File: config.mk
export PLATFORM = sky130hd
export DESIGN_NAME = audio_rate_fifo
export DESIGN_NICKNAME = d
export VERILOG_FILES = /design/src/rtl/audio_rate_fifo.sv
export SDC_FILE = /design/constraint.sdc
export NUM_CORES = 1
export LEC_CHECK = 0
export BUFFER_PORTS_ARGS = -buffer_cell sky130_fd_sc_hd__clkbuf_2
export CORE_MARGIN = 3
export CORE_UTILIZATION = 60
export CTS_BUF_LIST = sky130_fd_sc_hd__clkbuf_4
export CTS_CLUSTER_DIAMETER = 100
export DETAILED_ROUTE_END_ITERATION = 10
export PLACE_DENSITY_LB_ADDON = 0.3
export SLEW_MARGIN = 20
export SYNTH_ARGS = -nofsm -noshare
export SYNTH_HDL_FRONTEND = slang
export SYNTH_SLANG_ARGS = --single-unit
File: constraint.sdc
create_clock -name clk -period 15.7 [get_ports clk]
set_clock_uncertainty 0.1 [all_clocks]
set_input_delay 4.71 -clock clk [delete_from_list [all_inputs] [get_ports clk]]
set_output_delay 4.71 -clock clk [all_outputs]
set_load 0.03 [all_outputs]
File: src/rtl/audio_rate_fifo.sv
// rtl/audio_rate_fifo.sv - sample FIFO released at a fixed output rate with volume shift and gain ramp
module audio_rate_fifo #(
    parameter int DEPTH = 8,
    parameter int DIV   = 1042
) (
    input  logic                     clk,
    input  logic                     rst_n,
    input  logic                     in_valid,
    input  logic [15:0]              in_data,
    output logic                     in_ready,
    input  logic [2:0]               vol,
    input  logic                     mute,
    output logic [15:0]              audio_out,
    output logic                     sample_tick,
    output logic                     underrun,
    output logic [$clog2(DEPTH):0]   level
);

    localparam int AW = $clog2(DEPTH);
    localparam int CW = $clog2(DIV);

    logic [CW-1:0]        div_cnt;
    logic [AW-1:0]        wr_ptr;
    logic [AW-1:0]        rd_ptr;
    logic [15:0]          mem [DEPTH];
    logic signed [15:0]   cur_sample;
    logic [4:0]           gain;

    logic                 tick;
    logic                 push;
    logic                 pop;
    logic signed [15:0]   next_sample;
    logic [4:0]           next_gain;
    logic signed [15:0]   shifted;
    logic signed [19:0]   shifted_ext;
    logic signed [19:0]   gain_ext;
    logic signed [19:0]   product;

    assign tick     = (div_cnt == CW'(DIV - 1));
    assign in_ready = (level < (AW + 1)'(DEPTH));
    assign push     = in_valid && in_ready;
    assign pop      = tick && (level != '0);

    // The output stage works on the post-tick sample and gain so audio_out
    // lands exactly one cycle after the tick.
    always_comb begin
        next_sample = cur_sample;
        next_gain   = gain;
        if (pop) begin
            next_sample = mem[rd_ptr];
        end
        if (tick) begin
            if (mute && (gain != 5'd0)) begin
                next_gain = gain - 5'd1;
            end else if (!mute && (gain < 5'd16)) begin
                next_gain = gain + 5'd1;
            end
        end
    end

    assign shifted     = next_sample >>> vol;
    assign shifted_ext = 20'(shifted);
    assign gain_ext    = {15'd0, next_gain};
    assign product     = shifted_ext * gain_ext;

    always_ff @(posedge clk or negedge rst_n) begin
        if (!rst_n) begin
            div_cnt <= '0;
        end else if (tick) begin
            div_cnt <= '0;
        end else begin
            div_cnt <= div_cnt + 1'b1;
        end
    end

    always_ff @(posedge clk) begin
        if (push) begin
            mem[wr_ptr] <= in_data;
        end
    end

    always_ff @(posedge clk or negedge rst_n) begin
        if (!rst_n) begin
            wr_ptr <= '0;
            rd_ptr <= '0;
            level  <= '0;
        end else begin
            if (push) begin
                wr_ptr <= wr_ptr + 1'b1;
            end
            if (pop) begin
                rd_ptr <= rd_ptr + 1'b1;
            end
            case ({push, pop})
                2'b10:   level <= level + 1'b1;
                2'b01:   level <= level - 1'b1;
                default: level <= level;
            endcase
        end
    end

    always_ff @(posedge clk or negedge rst_n) begin
        if (!rst_n) begin
            cur_sample  <= '0;
            gain        <= '0;
            audio_out   <= '0;
            sample_tick <= 1'b0;
            underrun    <= 1'b0;
        end else begin
            sample_tick <= tick;
            underrun    <= tick && (level == '0);
            if (tick) begin
                cur_sample <= next_sample;
                gain       <= next_gain;
                audio_out  <= 16'(product >>> 4);
            end
        end
    end

endmodule
# --- Word-level counts from Yosys, hierarchy flattened ---
# Memory sizes are Yosys's and may differ from the RTL's.
# Cells that the tools add are included.
word_totals:
  regBits: 60
  mem_bits_rw: 128
  input_bits: 23
  output_inout_bits: 23
  memories: 1
mem_list:
  columns: ["memory", "words", "word_bits", "read_ports", "rd_clocked_by_memory_dff", "wr", "line_no", "text"]
  rows:
  - ["mem", 8, 16, 1, 0, 1, "25", "logic [15:0] mem [DEPTH];"]
classes:
  addsub: 7
  mul: 1
  magnitude_cmp: 2
  eq_ne: 3
  shifts: 1
  muxes: 8
  reduce_logical: 10
op_table:
  columns: ["cell", "count"]
  rows:
  - ["multiplier 16 x 6 -> 20 bit", 1]
  - ["2-to-1 mux 16 bit", 1]
  - [">>> shifter 16 x 3 -> 16 bit", 1]
  - ["2-to-1 mux 5 bit", 3]
  - ["adder 11 x 1 -> 11 bit, second input constant", 1]
  - ["== test 11 bit, second input constant", 1]
  - ["2-to-1 mux 11 bit", 1]
  - ["case mux 4 bit (2 select lines)", 1]
  - ["adder 3 x 1 -> 3 bit, second input constant", 2]
  - ["adder 5 x 1 -> 5 bit, second input constant", 1]
  - ["logical AND 1 bit", 5]
  - ["< comparator 5 bit, second input constant", 1]
  - ["nonzero test 5 bit", 1]
  - ["subtractor 5 x 1 -> 5 bit, second input constant", 1]
  - ["adder 4 x 1 -> 4 bit, second input constant", 1]
  - ["logical NOT 4 bit", 1]
  - ["< comparator 4 bit, second input constant", 1]
  - ["nonzero test 4 bit", 1]
  - ["subtractor 4 x 1 -> 4 bit, second input constant", 1]
  - ["== test 2 x 1 -> 1 bit, second input constant", 1]
  - ["== test 2 bit, second input constant", 1]
  - ["2-to-1 mux 1 bit", 2]
  - ["nonzero test 2 bit", 1]
  - ["logical NOT 1 bit", 1]

# --- Longest topological paths before layout ---
logic_depth:
  ltp_word: 6
  mapped_depth: 30
  depth_no_buf: 30

# --- Least setup slack after synthesis ---
# Ideal clock, no wire load.
synth_path:
  path_kind: "input port to flip-flop"
  from: "input port vol[0]"
  to: "register audio_out[14]"
  setup_time_ns: 0.128
  t_arrival_ns: 9.416
  slack_ns: 6.057
  path_stages: 21
  n_path_buf: 2
  cell_sequence: "clkbuf_1 buf_1 mux2i_1 mux2_2 o21ai_0 nor2_1 fa_1 fa_1 inv_1 fa_1 inv_1 ha_1 a21oi_1 nor2b_1 o21ai_0 nand2b_1 o21ai_0 o21ai_0 a21oi_1 nor3_1 nand3b_1"
synth_via:
  elab_chain_cells: 2
synth_lines:
  columns: ["element", "line_no", "text"]
  rows:
  - ["start, declared", "11", "input logic [2:0] vol,"]
  - [">>> shifter 16 x 3 -> 16 bit", "61", "assign shifted = next_sample >>> vol;"]
  - ["multiplier 16 x 6 -> 20 bit", "64", "assign product = shifted_ext * gain_ext;"]
  - ["end signal, assigned", "115", "audio_out <= 16'(product >>> 4);"]
  - ["end, declared", "13", "output logic [15:0] audio_out,"]
# Every way passes these cells.
# A chain may end at the register's enable or synchronous reset.

# --- Worst setup path in the final report ---
layout_path:
  from: "input port vol[1]"
  to: "register audio_out[12]"
# Same word-level chain as after synthesis.

==> results.txt <==
The run finished with clean final reports. For the finished layout, the period the worst path requires is approximately 9500 ps. Before antenna repair, the detailed router went through 5 iterations. The HPWL reported at the end of detailed placement came out at 15140 µm.

The hold-critical path depth is 2. The final weighted congestion in routability-driven placement is about 0.91. The area of the mapped netlist is about 0.011 mm². The startpoint kind of the worst setup timing path is an input port. The total via count after detailed routing came out at 6524. The y dimension of the die came out at between 100 and 150 µm. The number of max-cap violations is 0. The total routing resource utilization after global routing is around 23%. For the pin with the worst max-slew slack, the measured transition is 785.4 ps. The count of pins over their slew limit came to 0. The largest net degree at the start of global routing came out at 61. Counting cells, the worst reg-to-reg path comes to 25. The total overflow left after global routing is 0.

The class of the most critical hold timing path is reg2reg. The maximum fanout along the worst path is 13. Clock-pin slew was measured on the worst setup and hold paths at around 190 ps.

STA classifies the critical path endpoint as a flop. The proportion of register bits with asynchronous set or reset after synthesis is approximately a third. The power per cell area came out at 71.07 mW/mm². The via count normalized by instance count came out at 5.718. The hold violation count in the final report is 0. The wire length per cell after detailed routing is approximately 18 µm. The number of remaining DRC errors came out at 0. The mean post-synth cell area is 12.44 µm².

The most used flip-flop cell after synthesis is sky130_fd_sc_hd__edfxtp_1. The total of endpoints with negative setup slack in the final report is 0. The startpoint identified for the worst hold timing path is cur_sample[0]$_DFFE_PN0N_. Synthesis produced a netlist whose cell count is between 800 and 900. The headroom to the max-slew limit came out at a little under half. The buffer depth of the longest clock path came out at 2. The synthesis-stage register bit count is 188. Clock tree synthesis inserted a total of 17 buffers. Setup repair after global routing left no endpoint under its margin. The maximum frequency from static timing analysis came out at ~110 MHz.

The routed wire length came out at 20930 µm. Sequential elements use around half of the synthesized area. The number of clock sinks came out at 188. The count of nets left with antenna violations after detail routing came out at 0.

The critical path in this run is classified as in2reg. For the worst setup path, the data arrival time is just under 10000 ps. The number of antenna violations at the first check in global routing is 1.

The worst ir drop on vdd came out at approximately 0.057 mV. The top-level port count came out at 46. The die width is 138.9 µm. The required arrival time at the worst endpoint is ~16000 ps. The total power of the final layout is approximately 0.81 mW. The floorplan step defined a die boundary enclosing approximately 0.019 mm². The start of the worst register-to-register path is rd_ptr[0]$_DFFE_PN0N_. The endpoint of the most critical register-to-register path is audio_out[12]$_DFFE_PN0N_. The commonest non-fill, non-tap cell in the layout is sky130_fd_sc_hd__edfxtp_1. The worst path uses around three fifths of the clock period. The count of flip-flops with a built-in enable after synthesis came out at ~130. The clock tree root buffer cell is sky130_fd_sc_hd__clkbuf_4. The count of routing violations after the opening detailed-route iteration came out at ~520. The count of buffers added on input and output ports is 45. In the layout the commonest cells are 128 x sky130_fd_sc_hd__edfxtp_1, 114 x sky130_fd_sc_hd__inv_1, 102 x sky130_fd_sc_hd__nor2_1.

The first global-routing pass estimated between 30000 and 40000 µm of wire. Counting every net in the synthesized netlist gives between 900 and 1000. The post-synthesis cell type count is 62.

The starting density of the core came out at approximately 63%. TritonCTS built the clock tree. The leakage power came out at 4.640 nW. The via count of the first global-routing pass is between 6000 and 7000. The worst setup slack for register-to-register paths came out at roughly 8700 ps. In this run the post-CTS setup repair buffer count came out at 0. The net count reported at finish came out at about 1000. The path with the worst hold slack has its endpoint at cur_sample[0]$_DFFE_PN0N_. The total number of H-tree levels came out at 4. During synthesis, Yosys emitted a total of 0 warnings.

The core footprint is 0.01694 mm². The floorplan row count came out at 47. Compared with the post-synthesis result, the final layout area differs by 7.782%. Summed over all failing endpoints, the final setup total negative slack is 0 ps. The share of cells above drive strength 1 is 17.93%. The latest clock arrival within the worst-skew pair is 590 ps. The number of gates given a new drive strength after cts came out at 0. Buffers inserted to repair hold after CTS numbered 0.
==> synth_stat cells, drive strengths merged (14+ instances only) <==
master | number | area share (%)
ha | 42 | 5.0
fa | 47 | 8.9
nand3 | 18 | 0.85
nor2 | 102 | 3.6
mux2i | 25 | 2.4
clkbuf | 14 | 0.50
xnor2 | 28 | 2.3
a21oi | 29 | 1.4
o21ai | 31 | 1.5
dfrtp | 60 | 14
edfxtp | 128 | 36
inv | 115 | 4.1
mux4 | 36 | 7.7
nand2 | 44 | 1.6
mux2 | 17 | 1.8
==> worst max-delay path, stage by stage <==
cell and delay (ps):
sky130_fd_sc_hd__clkbuf_2 180, sky130_fd_sc_hd__inv_1 390, sky130_fd_sc_hd__mux2_2 400, sky130_fd_sc_hd__o21ai_0 460
sky130_fd_sc_hd__nor2_1 120, sky130_fd_sc_hd__fa_1 510, sky130_fd_sc_hd__fa_1 510, sky130_fd_sc_hd__inv_1 60
sky130_fd_sc_hd__fa_1 530, sky130_fd_sc_hd__inv_1 40, sky130_fd_sc_hd__ha_1 350, sky130_fd_sc_hd__a21oi_1 370
sky130_fd_sc_hd__nor2b_1 80, sky130_fd_sc_hd__o21ai_0 160, sky130_fd_sc_hd__nand2b_1 80, sky130_fd_sc_hd__o21ai_0 270
sky130_fd_sc_hd__o21ai_0 200, sky130_fd_sc_hd__a21oi_1 240, sky130_fd_sc_hd__or4_1 140, sky130_fd_sc_hd__nand3_1 70
==> final cells by class <==
cell class / instances / area, µm²
repair buffers: 63 / 360.3
fillers: 1242 / 5515
inverters: 117 / 444.2
clock inverters: 15 / 168.9
diodes: 1 / 2.502
flip-flops and latches: 188 / 5346
multi-input cells: 520 / 4696
well taps: 220 / 275.3
clock buffers: 17 / 127.6
==> cells by family after synthesis <==
group / Yosys count / share of synthesized area, %
adders and majority gates: 89 / 13.84
xor gates and xnor gates: 36 / 2.976
buffers and inverters: 144 / 5.337
DFF: 188 / 50.44
and+or+nand+nor: 224 / 9.931
AOI/OAI and AO/OA: 93 / 5.620
muxes: 78 / 11.85
==> metal layers <==
metal	routed length, µm	track usage (%)	vias up	share of wire (%)
li1	-	-	3066	-
met1	9049	32.71	3229	43
met2	10100	35.90	213	48
met3	1582	6.690	16	7.6
met4	202	5.046	0	0.97
met5	0	0	-	0
==> flip-flops by register name, summed over array words and instances, names as in the netlist <==
name / flops
mem: 128
underrun: 1
gain: 5
sample_tick: 1
level: 4
wr_ptr: 3
div_cnt: 11
cur_sample: 16
rd_ptr: 3
audio_out: 16
==> how the worst max path moves through the flow <==
stage	start	end	slack, ps	cells after the start
6_report	vol[1]	audio_out[12]$_DFFE_PN0N_	6230	20
5_1_grt	vol[1]	audio_out[14]$_DFFE_PN0N_	5740	20
4_1_cts	vol[1]	audio_out[14]$_DFFE_PN0N_	6300	20
3_5_place_dp	vol[1]	audio_out[14]$_DFFE_PN0N_	5610	20
3_3_place_gp	vol[1]	audio_out[14]$_DFFE_PN0N_	5830	20
2_1_floorplan	vol[0]	audio_out[14]$_DFFE_PN0N_	6060	21
==> metrics by stage <==
stage	util (%)	std cells	hold slack (ps)	worst slack [ps]	instance area, µm²
after global routing	67.44	1141	434.4	5736	11420
after detailed placement	65.67	1108	371.7	5608	11120
after global placement	65.67	1108	361.0	5835	11120
after CTS	67.42	1140	412.0	6295	11420
final	67.44	1141	406.7	6225	11420
after floorplan	-	852	341.6	6057	10600
==> where the power goes <==
group	total (mW)	internal [mW]	switching [mW]	leakage, nW
Sequential	0.531	0.530	0.000678	1.89
Combinational	0.0213	0.00593	0.0153	2.60
Clock	0.259	0.0738	0.186	0.152
Total	0.812	0.610	0.202	4.64
(Power assumes the default switching activity.)
